===== src/rtl/imem_loader.sv =====
// Packs a big-endian byte stream into 32-bit words and writes them to
// instruction SRAM from BASE_ADDR upward, holding the CPU off while busy.
module imem_loader #(
  parameter logic [31:0] BASE_ADDR = 32'h0000_0000,
  parameter int          CNT_W     = 16
) (
  input  logic             clk,
  input  logic             rst_n,
  input  logic             start,
  input  logic [CNT_W-1:0] num_words,
  input  logic             in_valid,
  input  logic [7:0]       in_byte,
  output logic             in_ready,
  output logic             mem_cs,
  output logic             mem_oe,
  output logic             mem_we,
  output logic [31:0]      mem_addr,
  output logic [31:0]      mem_din,
  output logic             cpu_hold,
  output logic             done,
  output logic [CNT_W-1:0] words_done,
  output logic [31:0]      checksum
);

  typedef enum logic [1:0] {
    IDLE     = 2'd0,
    ASSEMBLE = 2'd1,
    WRITE    = 2'd2,
    DONE_ST  = 2'd3
  } state_t;

  state_t           state, state_nxt;
  logic [CNT_W-1:0] num_cap;
  logic [1:0]       byte_cnt;
  logic [23:0]      word_sr;
  logic             accept;
  logic             last_byte;
  logic             last_word;
  logic             load_go;

  // Handshake decoded from state rather than in_ready to keep the FSM block acyclic
  assign accept    = in_valid && (state == ASSEMBLE);
  assign last_byte = accept && (byte_cnt == 2'd3);
  assign last_word = (words_done + CNT_W'(1)) == num_cap;
  assign load_go   = (state == IDLE) && start;

  always_ff @(posedge clk or negedge rst_n) begin
    if (!rst_n) state <= IDLE;
    else        state <= state_nxt;
  end

  always_comb begin
    state_nxt = state;
    in_ready  = 1'b0;
    cpu_hold  = 1'b0;
    mem_cs    = 1'b0;
    mem_we    = 1'b0;
    mem_oe    = 1'b0;
    case (state)
      IDLE: begin
        if (start) state_nxt = (num_words == '0) ? DONE_ST : ASSEMBLE;
      end
      ASSEMBLE: begin
        in_ready = 1'b1;
        cpu_hold = 1'b1;
        if (last_byte) state_nxt = WRITE;
      end
      WRITE: begin
        cpu_hold  = 1'b1;
        mem_cs    = 1'b1;
        mem_we    = 1'b1;
        state_nxt = last_word ? DONE_ST : ASSEMBLE;
      end
      DONE_ST: state_nxt = IDLE;
      default: state_nxt = IDLE;
    endcase
  end

  always_ff @(posedge clk or negedge rst_n) begin
    if (!rst_n) begin
      num_cap    <= '0;
      byte_cnt   <= 2'd0;
      word_sr    <= 24'd0;
      mem_addr   <= 32'd0;
      mem_din    <= 32'd0;
      done       <= 1'b0;
      words_done <= '0;
      checksum   <= 32'd0;
    end else begin
      if (load_go) begin
        num_cap    <= num_words;
        words_done <= '0;
        checksum   <= 32'd0;
        byte_cnt   <= 2'd0;
        done       <= (num_words == '0);
      end
      if (accept) begin
        byte_cnt <= byte_cnt + 2'd1;
        word_sr  <= {word_sr[15:0], in_byte};
      end
      // Address and data are latched with the 4th byte so they hold after WRITE
      if (last_byte) begin
        mem_din  <= {word_sr, in_byte};
        mem_addr <= BASE_ADDR + (32'(words_done) << 2);
      end
      if (state == WRITE) begin
        words_done <= words_done + CNT_W'(1);
        checksum   <= checksum + mem_din;
        byte_cnt   <= 2'd0;
        if (last_word) done <= 1'b1;
      end
    end
  end

endmodule


===== config.mk =====
export PLATFORM = sky130hd
export DESIGN_NAME = imem_loader
export DESIGN_NICKNAME = d
export VERILOG_FILES = /design/src/rtl/imem_loader.sv
export SDC_FILE = /design/constraint.sdc
export NUM_CORES = 1
export LEC_CHECK = 0
export CAP_MARGIN = 5
export CORE_MARGIN = 4
export CORE_UTILIZATION = 48
export DETAILED_ROUTE_END_ITERATION = 12
export HOLD_SLACK_MARGIN = 0.08
export PLACE_DENSITY = 0.89
export SKIP_LAST_GASP = 1
export SYNTH_ARGS = -nofsm -noshare
export SYNTH_HDL_FRONTEND = slang
export SYNTH_SLANG_ARGS = --single-unit

===== constraint.sdc =====
create_clock -name clk -period 2.77 [get_ports clk]
set_input_delay 0.277 -clock clk [delete_from_list [all_inputs] [get_ports clk]]
set_output_delay 0.277 -clock clk [all_outputs]
set_load 0.03 [all_outputs]

# Yosys cells after proc, flatten, opt, wreduce, memory -nomap -nowiden

Cells that the tools add are included.
Widths: inputs -> output; s select.

Bits in registers: 141

Add/subtract/negate cells: 3
Eq/ne operators: 7
Muxes and demuxes: 18
Reductions and logical operators: 9

Operator list:

| operator              | count |
|---|---|
| $mux 32               | 2 |
| $add 32x32->32        | 1 |
| $mux 16               | 2 |
| $add 16x1->16 const B | 1 |
| $eq 16x16->1          | 1 |
| $logic_not 16->1      | 1 |
| $mux 2                | 7 |
| $pmux 2 s4            | 1 |
| $eq 2x2->1 const B    | 3 |
| $mux 1                | 6 |
| $ne 2x2->1 const B    | 2 |
| $logic_and 1x1->1     | 3 |
| $reduce_bool 3->1     | 1 |
| $add 2x1->2 const B   | 1 |
| $eq 2x1->1 const B    | 1 |
| $logic_not 2->1       | 1 |
| $reduce_and 2->1      | 1 |
| $reduce_bool 2->1     | 1 |
| $reduce_or 2->1       | 1 |

# Logic depth before layout (Yosys ltp)

Gate-level depths: netlist of run 1.

Word-level depth: 5
Depth in mapped cells: 12

# Least setup slack after synthesis of run 1

OpenSTA, ideal clock, no wires.

Path kind: register -> register
Start point: reg checksum[0]
End point: reg checksum[28]
Setup time: 0.124 ns
Arrival time: 2.908 ns
Path slack: -0.262 ns
Cell stages (with the launch flop): 13
Buffers on the path: 0
Cell sequence: dfrtp_1 ha_1 inv_1 fa_1 nand2b_1 a21o_1 a211o_1 a2111oi_2 a2111oi_4 o21ai_2 a21oi_2 mux2i_1 a211o_1

Word-level cells in the longest chain between the ends: 2

Ends and longest elaborated chain:

| item                   | line | RTL |
|---|---|---|
| start, declared        | 22   | `output logic [31:0] checksum` |
| start signal, assigned | 108  | `checksum <= checksum + mem_din;` |
| $add 32x32->32         | 108  |  |
| $mux 32                | 106  | `if (state == WRITE) begin` |

Every way passes these cells.
A chain may end at the register's enable or synchronous reset.

# Worst setup path in the final report of run 1

Start point: reg mem_din[0]
End point: reg checksum[30]

Word-level cells in the longest chain between the ends: 2

Ends and longest elaborated chain:

| item                   | line | RTL |
|---|---|---|
| start, declared        | 18   | `output logic [31:0] mem_din,` |
| start signal, assigned | 103  | `mem_din <= {word_sr, in_byte};` |
| $add 32x32->32         | 108  |  |
| $mux 32                | 106  |  |

Every way passes these cells.

==> metrics.cfg, run 1 <==
[run_status]
status=finished, violations left
violations=negative setup slack

[floorplan]
initial_utilization_pct=49.7
i_o_pins=146
fp.dieW_um=134
fp-row-count=45
die_height_um=134
placeableCoreArea_um2=15400
design.die.area_um2=18000

[grt]
grt_pass1_vias=5999
grt_remaining_overflow=0
antenna_found_initial=0
largest_net_degree_at_the_start_of_global_routing=75
grt_util_all_layers_pct=21.8
grt_first_pass_wirelength_um=31200

[yosys]
synth_seq_area_share_pct=46.1
synthArstFlopShare_pct=100
synth.cell_area_um2=7660
synthesis.area_per_instance_um2=10.7
syn-instance-count=716
synthFlopType=sky130_fd_sc_hd__dfrtp_1
synth-edff-count=0
synth.yosys.warnings=0
synth_seq_cells=141
synth.distinct_cells=64

[timing]
slew_violations=0
slew_headroom_pct=53.9
final_min_period_over_clock_period_pct=102
timing.final.hold_violations=0
max_freq_ghz=0.354
setup_slack_after_layout_ps=-56.3
max_slew.worst_pin.slew_ps=692
setup-tns-final_ps=-86.4
grt_setup_unrepaired=yes
timing.final.crit_period_ps=2830
final.hold.worst_slack_ps=430
final-setup-viol-count=3
worst_clock_skew_ps=9.48

[place]
placed_area_um2=9330
port_buffers=128
routabilityCongestion=0.932
numPlacedInstances=1058
hpwlAfterDp_um=13800

[setup_path]
worst-endpoint-arrival_ps=3110
cp_max_fo=3
ff2ff_setup_slack_ps=-60
worstSetupStartpointType=register
criticalPathCategory=reg2reg
crit_required_ps=3050
critical_path.endpoint_type=register

[route]
first_iter_violations=409
drt-vias-per-instance=5.52
drtAntennaViolNets=0
drt_first_pass_iters=5
drc=0
detailroute.via_count=6076
drt-total-wl_um=19600
wire_per_inst_um=17.8

[cells_and_area]
finalNetCount=943
multi_input_area_um2=3990
num_antenna_cells=0
area_growth_syn_to_layout_pct=31.8
area.sequential_um2=3530
fillers=1151
fin_area_um2=10100
final_cell_count_no_fill=1101
final_layout_size_suffix_gt1_share_pct=22.6

[cts]
clock_latency_ps=420
clk_pin_slew_ps=60
cts_made_buffers=17
cts_max_path_buffers=2
clock_sink_count=141
clock_root_buffer=sky130_fd_sc_hd__clkbuf_16
tritoncts_clock_tree=built
clock_tree.htree_level_count=4

[flow_run]
max_cap_viol_count=0

[pwr]
standby_leakage_power_nw=4.58
power.total_mw=10.3
p_per_area_nw_per_um2=1020
peakVddDrop_mv=0.695

[hold_path]
worstHoldPathType=in2async

==> what timing repair did <==
item                       in CTS  in global routing
hold endpoints to repair       72                  0
pin swaps                      11                  2
hold buffers                    1                  0
resized for setup               3                 12
buffers inserted                6                  4
cloned                          0                  0
setup endpoints to repair       5                 12
==> report_power, final <==
| part | internal (mW) | total, mW | switching (mW) | leakage [nW] |
|---|---|---|---|---|
| registers | 2.75 | 3.39 | 0.638 | 1.87 |
| logic | 2.01 | 4.52 | 2.51 | 2.42 |
| clock network | 1.47 | 2.37 | 0.899 | 0.293 |
| total | 6.24 | 10.3 | 4.05 | 4.58 |
==> state kept, by name, indices dropped and copies added (netlist names) <==
signal	count
num_cap	16
words_done	16
word_sr	24
done	1
byte_cnt	2
mem_addr	16
state	2
checksum	32
mem_din	32
==> cell type report <==
| class | count | share of cell area, % |
|---|---|---|
| multi-input cells | 530 | 39.5 |
| flip-flops and latches | 141 | 35.0 |
| repair buffers | 173 | 16.2 |
| clock buffers | 20 | 4.52 |
| well taps | 211 | 2.61 |
| clock inverters | 12 | 1.60 |
| inverters | 14 | 0.521 |
==> path summary, 6_finish.rpt <==
path                                  start           end  cells after the start
worst min register to register  mem_addr[8]   mem_addr[8]                      2
worst min-delay path                  rst_n  checksum[10]                      2
worst max register to register   mem_din[0]  checksum[30]                     12
min in group clk                mem_addr[8]   mem_addr[8]                      2
worst max-delay path             mem_din[0]  checksum[30]                     12
max in group asynchronous             rst_n   mem_din[24]                      3
==> critical path: stages (launching register included) <==
cell                        delay [ps]
sky130_fd_sc_hd__dfrtp_2           390
sky130_fd_sc_hd__ha_4              140
sky130_fd_sc_hd__inv_2              30
sky130_fd_sc_hd__fa_2              340
sky130_fd_sc_hd__nand2b_4          150
sky130_fd_sc_hd__a21o_1            180
sky130_fd_sc_hd__a211o_1           330
sky130_fd_sc_hd__a2111oi_4         400
sky130_fd_sc_hd__a2111oi_4         110
sky130_fd_sc_hd__o31ai_1           270
sky130_fd_sc_hd__a21oi_1           120
sky130_fd_sc_hd__xor2_1            150
sky130_fd_sc_hd__o21ai_1            70
==> cell families after synthesis <==
group / count (synthesis) / synth area share [%]
adders and majority gates: 38 / 6.30
xor gates and xnor gates: 58 / 6.81
AOI/OAI and AO/OA: 140 / 11.7
buffers and inverters: 61 / 4.03
and+or+nand+nor: 188 / 12.1
other: 1 / 0.0489
muxes: 89 / 13.0
DFF: 141 / 46.1
==> layout by cell type, fill, tap and decap left out, drive strengths merged, types with 19 or more instances in the layout <==
cell,count
a21oi,31
buf,45
clkbuf,20
clkdlybuf4s50,127
dfrtp,141
ha,37
mux2,84
nand2,104
nand3,20
o21ai,61
xnor2,38
xor2,19
==> layer usage <==
metal  GRT usage, %  up-vias  wire length, µm
met5              0        -                0
met4           7.69        0              523
met3           5.63       42             1300
met2           35.1      236             9370
met1           28.7     2973             8390
li1               -     2825                -
==> through the flow <==
stage / util [%] / worst slack [ps]
detailed placement: 60.5 / -153
global placement: 60.5 / -47.0
floorplan: - / -75.7
global route: 65.4 / -181
CTS: 64.9 / -59.3
finish: 65.4 / -56.3
==> cell usage after synthesis (4+ instances only) <==
cell | number | area (µm²)
sky130_fd_sc_hd__nor2_1 | 13 | 48.8
sky130_fd_sc_hd__nand2b_1 | 5 | 31.3
sky130_fd_sc_hd__mux2_2 | 84 | 946
sky130_fd_sc_hd__nor2b_1 | 5 | 31.3
sky130_fd_sc_hd__nand4_1 | 7 | 43.8
sky130_fd_sc_hd__nand3_1 | 18 | 90.1
sky130_fd_sc_hd__a21o_1 | 13 | 97.6
sky130_fd_sc_hd__mux2i_1 | 5 | 50.1
sky130_fd_sc_hd__o21ai_1 | 4 | 20.0
sky130_fd_sc_hd__inv_1 | 14 | 52.6
sky130_fd_sc_hd__a211o_1 | 5 | 43.8
sky130_fd_sc_hd__buf_4 | 18 | 135
sky130_fd_sc_hd__nor4_1 | 4 | 25.0
sky130_fd_sc_hd__dfrtp_1 | 141 | 3530
sky130_fd_sc_hd__xor2_1 | 19 | 166
sky130_fd_sc_hd__and3_1 | 7 | 43.8
sky130_fd_sc_hd__nand2_1 | 103 | 387
sky130_fd_sc_hd__nor3_1 | 7 | 35.0
sky130_fd_sc_hd__o21ai_0 | 55 | 275
sky130_fd_sc_hd__a21oi_1 | 28 | 140
sky130_fd_sc_hd__clkbuf_1 | 21 | 78.8
sky130_fd_sc_hd__xnor2_1 | 38 | 333
sky130_fd_sc_hd__o31ai_1 | 5 | 37.5
sky130_fd_sc_hd__ha_1 | 37 | 463
sky130_fd_sc_hd__o21a_1 | 4 | 30.0
No activity file was read; power rests on OpenSTA's default activity.
==> run 2, diff against run 1 <==
Settings changed: CAP_MARGIN 5 to unset.
==> results of run 2 <==
Final layout, timing and power as in run 1 (identical DEF).
